==> src/rtl/dram_access_ctrl_if.sv <==
// CPU-side load/store request and held response channel
// of dram_access_ctrl.
interface dram_access_ctrl_if;
    logic        req_valid;
    logic        req_ready;
    logic        req_we;
    logic [1:0]  req_size;
    logic        req_unsigned;
    logic [31:0] req_addr;
    logic [31:0] req_wdata;
    logic        resp_valid;
    logic        resp_ready;
    logic [31:0] resp_rdata;
    logic        resp_err;

    modport master (
        output req_valid, req_we, req_size, req_unsigned,
        output req_addr, req_wdata, resp_ready,
        input  req_ready, resp_valid, resp_rdata, resp_err
    );

    modport slave (
        input  req_valid, req_we, req_size, req_unsigned,
        input  req_addr, req_wdata, resp_ready,
        output req_ready, resp_valid, resp_rdata, resp_err
    );
endinterface

==> src/rtl/dram_access_ctrl.sv <==
// Byte/half/word load-store controller for a word-only DRAM port.
// Define MAU_OOR_CHECK_EN to flag addresses beyond ADDR_W as errors.
module dram_access_ctrl #(
    parameter int                ADDR_W     = 16,
    parameter logic [ADDR_W-1:0] RESET_ADDR = '0
) (
    input  logic              clk,
    input  logic              rst,
    dram_access_ctrl_if.slave bus,
    output logic [ADDR_W-1:0] dram_adr,
    output logic              dram_we,
    output logic [31:0]       dram_wdin,
    input  logic [31:0]       dram_rdo
);

    typedef enum logic [2:0] {
        S_IDLE,
        S_LOAD,
        S_RMW_RD,
        S_WRITE,
        S_RESP
    } state_e;

    state_e            state_q, state_d;
    logic [ADDR_W-1:0] adr_q, adr_d;
    logic [1:0]        size_q, size_d;
    logic              we_q, we_d;
    logic              uns_q, uns_d;
    logic [31:0]       wdata_q, wdata_d;
    logic [31:0]       merge_q, merge_d;
    logic [31:0]       rdata_q, rdata_d;
    logic              err_q, err_d;

    logic              req_ready;
    logic              resp_valid;
    logic              acc_err;
    logic              oor;
    logic [7:0]        ld_byte;
    logic [15:0]       ld_half;
    logic [31:0]       ld_ext;
    logic [4:0]        bsh;
    logic [4:0]        hsh;
    logic [31:0]       mask;
    logic [31:0]       ins;
    logic [31:0]       merged;

`ifdef MAU_OOR_CHECK_EN
    assign oor = (bus.req_addr >> ADDR_W) != 32'd0;
`else
    logic oor_unused;
    assign oor_unused = |(bus.req_addr >> ADDR_W);
    assign oor        = 1'b0;
`endif

    always_comb begin
        acc_err = oor;
        unique case (bus.req_size)
            2'd0:    acc_err = oor;
            2'd1:    acc_err = oor | bus.req_addr[0];
            2'd2:    acc_err = oor | (bus.req_addr[1:0] != 2'b00);
            default: acc_err = 1'b1;
        endcase
    end

    // Little-endian lane select from the word the DRAM is presenting
    always_comb begin
        ld_byte = dram_rdo[7:0];
        unique case (adr_q[1:0])
            2'd0:    ld_byte = dram_rdo[7:0];
            2'd1:    ld_byte = dram_rdo[15:8];
            2'd2:    ld_byte = dram_rdo[23:16];
            default: ld_byte = dram_rdo[31:24];
        endcase
        ld_half = adr_q[1] ? dram_rdo[31:16] : dram_rdo[15:0];
        unique case (size_q)
            2'd0: ld_ext = uns_q ? {24'h0, ld_byte}
                                 : {{24{ld_byte[7]}}, ld_byte};
            2'd1: ld_ext = uns_q ? {16'h0, ld_half}
                                 : {{16{ld_half[15]}}, ld_half};
            default: ld_ext = dram_rdo;
        endcase
    end

    always_comb begin
        bsh = {adr_q[1:0], 3'b000};
        hsh = {adr_q[1], 4'b0000};
        if (size_q == 2'd0) begin
            mask = 32'h0000_00ff << bsh;
            ins  = {24'h0, wdata_q[7:0]} << bsh;
        end else begin
            mask = 32'h0000_ffff << hsh;
            ins  = {16'h0, wdata_q[15:0]} << hsh;
        end
        merged = (merge_q & ~mask) | (ins & mask);
    end

    always_comb begin
        state_d    = state_q;
        adr_d      = adr_q;
        size_d     = size_q;
        we_d       = we_q;
        uns_d      = uns_q;
        wdata_d    = wdata_q;
        merge_d    = merge_q;
        rdata_d    = rdata_q;
        err_d      = err_q;
        req_ready  = 1'b0;
        resp_valid = 1'b0;
        dram_we    = 1'b0;
        dram_wdin  = 32'h0;
        unique case (state_q)
            S_IDLE: begin
                req_ready = 1'b1;
                if (bus.req_valid) begin
                    adr_d   = bus.req_addr[ADDR_W-1:0];
                    size_d  = bus.req_size;
                    we_d    = bus.req_we;
                    uns_d   = bus.req_unsigned;
                    wdata_d = bus.req_wdata;
                    rdata_d = 32'h0;
                    err_d   = acc_err;
                    if (acc_err)
                        state_d = S_RESP;
                    else if (!bus.req_we)
                        state_d = S_LOAD;
                    else if (bus.req_size == 2'd2)
                        state_d = S_WRITE;
                    else
                        state_d = S_RMW_RD;
                end
            end
            S_LOAD: begin
                rdata_d = ld_ext;
                state_d = S_RESP;
            end
            S_RMW_RD: begin
                merge_d = dram_rdo;
                state_d = S_WRITE;
            end
            S_WRITE: begin
                dram_we   = 1'b1;
                dram_wdin = (size_q == 2'd2) ? wdata_q : merged;
                state_d   = S_RESP;
            end
            S_RESP: begin
                resp_valid = 1'b1;
                if (bus.resp_ready)
                    state_d = S_IDLE;
            end
            default: state_d = S_IDLE;
        endcase
    end

    always_ff @(posedge clk) begin
        if (rst) begin
            state_q <= S_IDLE;
            adr_q   <= RESET_ADDR;
            size_q  <= 2'd0;
            we_q    <= 1'b0;
            uns_q   <= 1'b0;
            wdata_q <= 32'h0;
            merge_q <= 32'h0;
            rdata_q <= 32'h0;
            err_q   <= 1'b0;
        end else begin
            state_q <= state_d;
            adr_q   <= adr_d;
            size_q  <= size_d;
            we_q    <= we_d;
            uns_q   <= uns_d;
            wdata_q <= wdata_d;
            merge_q <= merge_d;
            rdata_q <= rdata_d;
            err_q   <= err_d;
        end
    end

    logic we_unused;
    assign we_unused = we_q;

    assign dram_adr       = adr_q;
    assign bus.req_ready  = req_ready;
    assign bus.resp_valid = resp_valid;
    assign bus.resp_rdata = rdata_q;
    assign bus.resp_err   = err_q;

endmodule
==> src/flat_wrapper.sv <==
// flat-port wrapper written by rule: the top's interface ports become plain ports
module dram_access_ctrl_flat 
#(
    parameter int                ADDR_W     = 16,
    parameter logic [ADDR_W-1:0] RESET_ADDR = '0
)
  (clk, rst, dram_adr, dram_we, dram_wdin, dram_rdo, bus_req_valid, bus_req_we, bus_req_size, bus_req_unsigned, bus_req_addr, bus_req_wdata, bus_resp_ready, bus_req_ready, bus_resp_valid, bus_resp_rdata, bus_resp_err);
  dram_access_ctrl_if bus_i ();
  input  logic clk;
  input  logic rst;
  output logic [ADDR_W-1:0] dram_adr;
  output logic dram_we;
  output logic [31:0] dram_wdin;
  input  logic [31:0] dram_rdo;
  input wire logic [$bits(bus_i.req_valid)-1:0] bus_req_valid;
  input wire logic [$bits(bus_i.req_we)-1:0] bus_req_we;
  input wire logic [$bits(bus_i.req_size)-1:0] bus_req_size;
  input wire logic [$bits(bus_i.req_unsigned)-1:0] bus_req_unsigned;
  input wire logic [$bits(bus_i.req_addr)-1:0] bus_req_addr;
  input wire logic [$bits(bus_i.req_wdata)-1:0] bus_req_wdata;
  input wire logic [$bits(bus_i.resp_ready)-1:0] bus_resp_ready;
  output wire logic [$bits(bus_i.req_ready)-1:0] bus_req_ready;
  output wire logic [$bits(bus_i.resp_valid)-1:0] bus_resp_valid;
  output wire logic [$bits(bus_i.resp_rdata)-1:0] bus_resp_rdata;
  output wire logic [$bits(bus_i.resp_err)-1:0] bus_resp_err;
  assign bus_i.req_valid = bus_req_valid;
  assign bus_i.req_we = bus_req_we;
  assign bus_i.req_size = bus_req_size;
  assign bus_i.req_unsigned = bus_req_unsigned;
  assign bus_i.req_addr = bus_req_addr;
  assign bus_i.req_wdata = bus_req_wdata;
  assign bus_i.resp_ready = bus_resp_ready;
  assign bus_req_ready = bus_i.req_ready;
  assign bus_resp_valid = bus_i.resp_valid;
  assign bus_resp_rdata = bus_i.resp_rdata;
  assign bus_resp_err = bus_i.resp_err;
  dram_access_ctrl #(.ADDR_W(ADDR_W), .RESET_ADDR(RESET_ADDR)) u_core (.clk(clk), .rst(rst), .bus(bus_i), .dram_adr(dram_adr), .dram_we(dram_we), .dram_wdin(dram_wdin), .dram_rdo(dram_rdo));
endmodule
==> config.mk <==
export PLATFORM = sky130hd
export DESIGN_NAME = dram_access_ctrl_flat
export DESIGN_NICKNAME = d
export VERILOG_FILES = /design/src/rtl/dram_access_ctrl_if.sv /design/src/rtl/dram_access_ctrl.sv /design/src/flat_wrapper.sv
export SDC_FILE = /design/constraint.sdc
export NUM_CORES = 1
export LEC_CHECK = 0
export ABC_AREA = 1
export CAP_MARGIN = 0
export CORE_MARGIN = 2
export CORE_UTILIZATION = 45
export CTS_CLUSTER_DIAMETER = 50
export CTS_CLUSTER_SIZE = 30
export DETAILED_ROUTE_END_ITERATION = 8
export MAX_ROUTING_LAYER = met4
export PLACE_DENSITY = 0.79
export SYNTH_ARGS = -nofsm -noshare
export SYNTH_HDL_FRONTEND = slang
export SYNTH_SLANG_ARGS = --single-unit
==> constraint.sdc <==
create_clock -name clk -period 2.1 [get_ports clk]
set_clock_uncertainty 0.2 [all_clocks]
set_input_delay 0.42 -clock clk [delete_from_list [all_inputs] [get_ports clk]]
set_output_delay 0.42 -clock clk [all_outputs]
set_load 0.005 [all_outputs]
==> impl_metrics.csv, run 1 <==
group,metric,value,unit
run_status,run_status,"complete, but fails checks",
run_status,failed_checks,"setup timing",
drt,drt_first_pass_iters,7,
sta,fmaxAchievable,0.393,GHz
min_path,worstHoldPathType,"reg -> reg",
yosys,synth_fp_nets,950,
yosys,async_flop_share,0,%
critical_path,timing.critical_path.cells,"buf_6 -> nor2_4 -> buf_6 -> buf_8 -> buf_6 -> a21oi_2 -> o21ai_1 -> nand3_1 -> inv_1 -> buf_2",
critical_path,critPathLaunch,"u_core.size_q[0]$_SDFFE_PP0P_",
critical_path,setup.reg_to_reg.worst_slack,130,ps
critical_path,crit_path_start_kind,"register",
sta,timing.max_slew.rel_slack,52.4,%
sta,layout_min_cycle_time,2540,ps
yosys,synth-simple-area-share,24.4,%
yosys,synth_compound_gate_area_share,24.0,%
critical_path,setup.worst_path.class,"reg -> out",
critical_path,crit-reg2reg-capture,"u_core.bus.resp_rdata[14]$_SDFFE_PP0P_",
critical_path,critPathSlowestCell,"dfxtp_4",
yosys,synth_sequential_area_ratio,42.2,%
die,floorplan.die_area,0.0135,mm2
die,die_height,116,um
job,max-cap-violations,0,
yosys,netlist_area,0.00565,mm2
global_routing,grt.total_usage,33.3,%
critical_path,cpMostUsedCell,"buf_6",
die,core.rowCount,40,
critical_path,setup.worst_path.end_class,"output port",
critical_path,critical_path.max_fanout,5,
clock_tree,cts.sinks,119,
power,power.static_leakage,3.97,nW
yosys,yosys_warnings,0,
yosys,post_synth_xor_area_fraction,0,%
drt,vias,7037,
clock_tree,worstSkewPairLatency,420,ps
yosys,combinational_family_with_the_most_area_after_synthesis,"simple AND/OR/NAND/NOR gates",
critical_path,worstPathRequired,1480,ps
yosys,synthDistinctLibCells,25,
global_routing,first_global_vias,6770,
clock_tree,worst_setup_hold_path_clk_slew,50,ps
clock_tree,cts.root.buffer_cell,"clkbuf_16",
yosys,number_of_register_bits_inferred_by_synthesis,119,
placed_design,place.port_buffers,171,
critical_path,beginning_of_the_worst_register_to_register_path,"u_core.size_q[1]$_SDFFE_PP0P_",
drt,detail_route.vias_per_cell,5.59,
global_routing,overflow,0,
sta,setup_tns,-10340,ps
layout,drive_gt1_share,23.6,%
layout,antenna_cells_inserted,0,
yosys,count_of_flip_flops_with_a_built_in_enable_after_synthesis,0,
global_routing,number_of_antenna_violations_at_the_first_check_in_global_routing,0,
yosys,synth_mux_area_share,0,%
sta,final-max-slew-violation-count,0,
sta,final.hold.worst_slack,262,ps
global_routing,maximum_number_of_pins_on_one_net_before_global_route_repair,51,
drt,final_antenna_net_count,0,
sta,finalHoldViolations,0,
placed_design,dp_hpwl,13600,um
sta,timing.final.setup_violations,32,
drt,detail_route.drc_violations,0,
placed_design,placement_setup_slack,-392,ps
power,power.density_cell_area,915,mW/mm2
sta,final.setup.worst_slack,-443,ps
power,design_power_total,8.39,mW
die,design.portCount,188,
layout,area.growth.synth_to_final,62.4,%
drt,initialDrtViolationCount,847,
sta,setup_repair_after_global_routing_missed_its_margin,"yes",
critical_path,arr_time_crit_path,1920,ps
critical_path,worstRegToRegCells,12,
die,start_util,46.6,%
critical_path,cp_slowest_stage_delay,370,ps
clock_tree,maximum_clock_path_buffer_count,2,
drt,detail_route.wl_per_cell,17.9,um
yosys,synth_flop_cell,"dfxtp_1",
die,chipWidth,116,um
power,power.ir.vdd_worst,624,uV
placed_design,routability_congestion_estimate,0.924,
yosys,postSynthCellCount,846,
critical_path,critical_path.endpoint,"dram_wdin[8]",
clock_tree,htreeDepth,4,
die,core_area,0.0121,mm2
clock_tree,cts_tree,"built",
sta,actual_slew_at_the_worst_max_slew_pin,712,ps
drt,wirelength,22500,um
global_routing,global_route_wire_length_before_repair,33300,um
clock_tree,cts_made_buffers,17,
sta,period_share,121,%
layout,final_nets,1181,
yosys,post_synth.cell_area_avg,6.67,um2
yosys,synth_adder_area_share,0,%
how the worst min path moves through the flow:
| stage | slack, ps | from | depth (start not counted) | endpoint |
|---|---|---|---|---|
| after floorplan | 230 | u_core.merge_q[0]$_SDFFE_PP0P_ | 2 | u_core.merge_q[0]$_SDFFE_PP0P_ |
| after global placement | 240 | u_core.merge_q[0]$_SDFFE_PP0P_ | 2 | u_core.merge_q[0]$_SDFFE_PP0P_ |
| after detailed placement | 250 | u_core.merge_q[0]$_SDFFE_PP0P_ | 2 | u_core.merge_q[0]$_SDFFE_PP0P_ |
| after CTS | 260 | u_core.bus.resp_rdata[15]$_SDFFE_PP0P_ | 2 | u_core.bus.resp_rdata[15]$_SDFFE_PP0P_ |
| after global routing | 280 | u_core.bus.resp_rdata[26]$_SDFFE_PP0P_ | 2 | u_core.bus.resp_rdata[26]$_SDFFE_PP0P_ |
| final | 260 | u_core.bus.resp_rdata[15]$_SDFFE_PP0P_ | 2 | u_core.bus.resp_rdata[15]$_SDFFE_PP0P_ |
critical path, delay by kind of cell (launching register included):
kind | cells | cell delay (ps)
flip-flops | 1 | 370
buffers and inverters | 6 | 660
AND/OR/NAND/NOR | 2 | 320
AO/OA/AOI/OAI | 2 | 140
synth_stat cells (2+ instances only):
master    number  area, um2
o22ai_1        2       12.5
a21oi_1      107        536
o21ai_0      121        606
o21ai_1        4       20.0
nand2_1      153        574
inv_1         69        259
buf_2         12       60.1
nand3_1       38        190
buf_4          4       30.0
a22oi_1        6       45.0
dfxtp_1      119       2380
o211ai_1      16        120
clkbuf_1      40        150
nand3_4        2       35.0
inv_2          4       15.0
nor2_4         3       33.8
nor2_1       138        518
layer usage:
| metal | GRT usage, % | share of wire, % | routed length, um |
|---|---|---|---|
| met4 | 20.2 | 6.3 | 1420 |
| met2 | 54.2 | 47 | 10700 |
| met1 | 36.7 | 37 | 8320 |
| met3 | 8.63 | 9.2 | 2060 |
| met5 | - | 0 | 0 |
layout make-up:
class / count / area (um2)
multi-input combinational: 596 / 3070
fill: 849 / 2950
timing repair buffer: 270 / 2580
sequential: 119 / 2400
clock buffer: 24 / 502
inverter: 73 / 289
tap: 168 / 210
clock inverter: 8 / 118
placed cells by master (no fill, tap or decap), drive strengths merged:
| cell type | count |
|---|---|
| o31ai | 1 |
| nor3 | 2 |
| dfxtp | 119 |
| clkbuf | 24 |
| bufinv | 3 |
| nand3 | 40 |
| o21ai | 126 |
| a21oi | 107 |
| o211ai | 16 |
| clkdlybuf4s50 | 134 |
| o22ai | 2 |
| dlygate4sd2 | 4 |
| clkdlybuf4s15 | 1 |
| nor2 | 142 |
| buf | 130 |
| inv | 72 |
| clkinvlp | 1 |
| dlymetal6s2s | 1 |
| a22oi | 6 |
| clkinv | 5 |
| nand2 | 154 |
state kept, by name (all words and copies together) (netlist names):
signal                 cells
u_core.bus.resp_rdata     32
u_core.merge_q            32
u_core.wdata_q            32
u_core.dram_adr           16
u_core.state_q             3
u_core.size_q              2
u_core.bus.resp_err        1
u_core.uns_q               1
cells by family after synthesis:
family / count (synthesis)
AO/OA/AOI/OAI: 258
flip-flops: 119
AND/OR/NAND/NOR: 338
buffers and inverters: 131
report_power, final:
| group | internal [mW] | switching, mW | leakage, nW |
|---|---|---|---|
| clock | 2.01 | 1.03 | 0.306 |
| combinational | 1.21 | 1.46 | 2.69 |
| sequential | 2.51 | 0.175 | 0.977 |
metrics by stage:
| step | cells | util (%) | area [um2] |
|---|---|---|---|
| 2_1_floorplan | 846 | - | 5650 |
| 3_3_place_gp | 1192 | 65.2 | 7890 |
| 3_5_place_dp | 1192 | 65.2 | 7890 |
| 4_1_cts | 1254 | 74.2 | 8990 |
| 5_1_grt | 1258 | 75.7 | 9170 |
| 6_report | 1258 | 75.7 | 9170 |
what timing repair did:
action	in CTS	in global routing
gates cloned	5	0
resized for setup	249	53
buffers inserted	25	9
hold buffers	0	0
pin swaps	36	23
endpoints found under the setup margin	69	36
No activity file was read; power rests on OpenSTA's default activity.
==> run 2: changes to the inputs <==
REMOVE_ABC_BUFFERS = 1   (was unset)
SLEW_MARGIN = 30   (was unset)
==> impl_metrics.csv, run 2 (synthesis gave the netlist of run 1 again) <==
group,metric,value,unit
run_status,run_status,"complete, but fails checks",
run_status,failed_checks,"setup timing",
drt,detail_route.vias_per_cell,5.65,
sta,finalHoldViolations,0,
sta,setup_repair_after_global_routing_missed_its_margin,"yes",
layout,layout_commonest_cell,"nand2_1",
die,chipWidth,116,um
sta,period_share,122,%
clock_tree,worstSkewPairLatency,420,ps
placed_design,routability_congestion_estimate,0.887,
drt,drt_first_pass_iters,6,
critical_path,worstRegToRegCells,11,
power,power.static_leakage,4.13,nW
global_routing,global_route_wire_length_before_repair,31100,um
clock_tree,hold_buffers,0,
critical_path,arr_time_crit_path,1950,ps
die,die_height,116,um
clock_tree,htreeDepth,4,
drt,detail_route.wl_per_cell,18.1,um
critical_path,category_of_cells_accounting_for_the_largest_share_of_critical_path_delay,"buffers and inverters",
critical_path,cp_slowest_stage_delay,370,ps
placed_design,placement_setup_slack,-353,ps
drt,vias,7204,
critical_path,critical_path.max_fanout,6,
placed_design,place.port_buffers,171,
sta,timing.max_slew.rel_slack,68.2,%
clock_tree,cts_tree,"built",
layout,area.growth.synth_to_final,67.7,%
min_path,hold_path_depth,2,
critical_path,timing.critical_path.cells,"buf_6 -> nor2_4 -> buf_6 -> clkbuf_16 -> a21oi_2 -> o21ai_1 -> o211ai_1 -> inv_1 -> clkbuf_2",
critical_path,timing.critical_path.buf_inv,5,
clock_tree,cts.sinks,119,
drt,initialDrtViolationCount,684,
sta,final.setup.worst_slack,-467,ps
power,sequential_cell_fraction_of_total_power,33.1,%
critical_path,setup.worst_path.class,"reg -> out",
clock_tree,worst_setup_hold_path_clk_slew,50,ps
drt,detail_route.drc_violations,0,
layout,antenna_cells_inserted,0,
critical_path,cp.depth,9,
die,core_area,0.0121,mm2
sta,setup_tns,-10900,ps
die,floorplan.die_area,0.0135,mm2
critical_path,cpMostUsedCell,"buf_6",
die,design.portCount,188,
clock_tree,cts_made_buffers,17,
power,power.ir.vdd_worst,527,uV
drt,wirelength,23000,um
power,clock_power_share,32.0,%
sta,layout_min_cycle_time,2570,ps
sta,final-max-slew-violation-count,0,
global_routing,first_global_vias,6569,
global_routing,maximum_number_of_pins_on_one_net_before_global_route_repair,46,
power,power.share.combinational,34.9,%
critical_path,setup.worst_path.end_class,"output port",
critical_path,worstPathRequired,1480,ps
power,p_sw,2.68,mW
critical_path,crit_path_start_kind,"register",
job,max-cap-violations,0,
power,p_sw_share,33.0,%
placed_design,dp_hpwl,13000,um
die,core.rowCount,40,
sta,actual_slew_at_the_worst_max_slew_pin,473,ps
global_routing,grt.total_usage,30.6,%
power,cell_internal_pwr,5.44,mW
critical_path,critPathSlowestCell,"dfxtp_4",
power,power.density_cell_area,858,mW/mm2
layout,final_nets,1203,
clock_tree,cts.root.buffer_cell,"clkbuf_16",
sta,fmaxAchievable,0.390,GHz
layout,drive_gt1_share,24.7,%
sta,timing.final.setup_violations,32,
global_routing,number_of_antenna_violations_at_the_first_check_in_global_routing,0,
die,start_util,46.6,%
global_routing,overflow,0,
layout,layout_common_cells,"nand2_1 (141), clkdlybuf4s50_1 (134), nor2_1 (133)",
min_path,worstHoldPathType,"reg -> reg",
drt,final_antenna_net_count,0,
clock_tree,maximum_clock_path_buffer_count,2,
==> run 2: cell count changes in the layout (fill, tap and decap cells not counted), sizes merged <==
cell / previous run / this run
clkdlybuf4s15: 1 / 0
bufinv: 3 / 0
buf: 130 / 140
clkbuf: 24 / 36
dlygate4sd2: 4 / 3
clkinvlp: 1 / 0
inv: 72 / 74
==> run 2: final cells by class <==
cell class / instances / area [um2]
inverter: 73 / 289
sequential: 119 / 2400
clock buffer: 23 / 488
multi-input combinational: 596 / 3090
timing repair buffer: 291 / 2960
clock inverter: 5 / 25.0
fill: 805 / 2650
tap: 168 / 210
timing repair inverter: 1 / 6.26
==> run 2: worst paths after layout <==
| path | start | end | slack [ps] |
|---|---|---|---|
| worst max-delay path | u_core.size_q[0]$_SDFFE_PP0P_ | dram_wdin[21] | -470 |
| worst min-delay path | u_core.merge_q[4]$_SDFFE_PP0P_ | u_core.merge_q[4]$_SDFFE_PP0P_ | 250 |
| worst max register to register | u_core.size_q[1]$_SDFFE_PP0P_ | u_core.bus.resp_rdata[11]$_SDFFE_PP0P_ | 40 |
| worst min register to register | u_core.merge_q[4]$_SDFFE_PP0P_ | u_core.merge_q[4]$_SDFFE_PP0P_ | 250 |
==> run 2: power by group through the flow <==
stage	Combinational [mW]	Clock (mW)	Sequential, mW
global placement	1.95	0	2.67
finish	2.84	2.60	2.68
global route	3.03	2.71	2.70
floorplan	0.936	0	2.69
detailed placement	1.98	0	2.68
CTS	2.35	2.58	2.66
==> run 2: tightest hold or removal path, cell delays in order, from the launching register on <==
cell     delay (ps)
dfxtp_1         290
inv_1            60
a21oi_1          50
==> run 2: metrics by stage <==
stage | hold WS [ps] | instance area, um2 | utilization, % | instances | power, mW
6_report | 251 | 9470 | 78.2 | 1276 | 8.12
5_1_grt | 283 | 9470 | 78.2 | 1276 | 8.44
4_1_cts | 256 | 9000 | 74.3 | 1254 | 7.58
3_5_place_dp | 248 | 7930 | 65.5 | 1194 | 4.66
3_3_place_gp | 240 | 7930 | 65.5 | 1194 | 4.62
2_1_floorplan | 232 | 5390 | - | 788 | 3.62
==> run 2: timing repair <==
action | CTS | global route
buffers inserted | 30 | 18
setup endpoints to repair | 36 | 66
resized for setup | 229 | 79
cloned | 4 | 8
pin swaps | 31 | 40
==> run 2: metal layers <==
layer	part of all wire, %	up-vias	GRT usage [%]
met4	4.8	0	13.3
li1	-	3285	-
met3	9.3	116	6.85
met1	39	3349	36.8
met5	0	-	-
met2	47	454	49.3
==> run 3: changes to the inputs <==
CAP_MARGIN = 20   (was 0)
==> results of run 3 <==
Same layout as run 2: the final DEF is identical, and so are final timing and power.
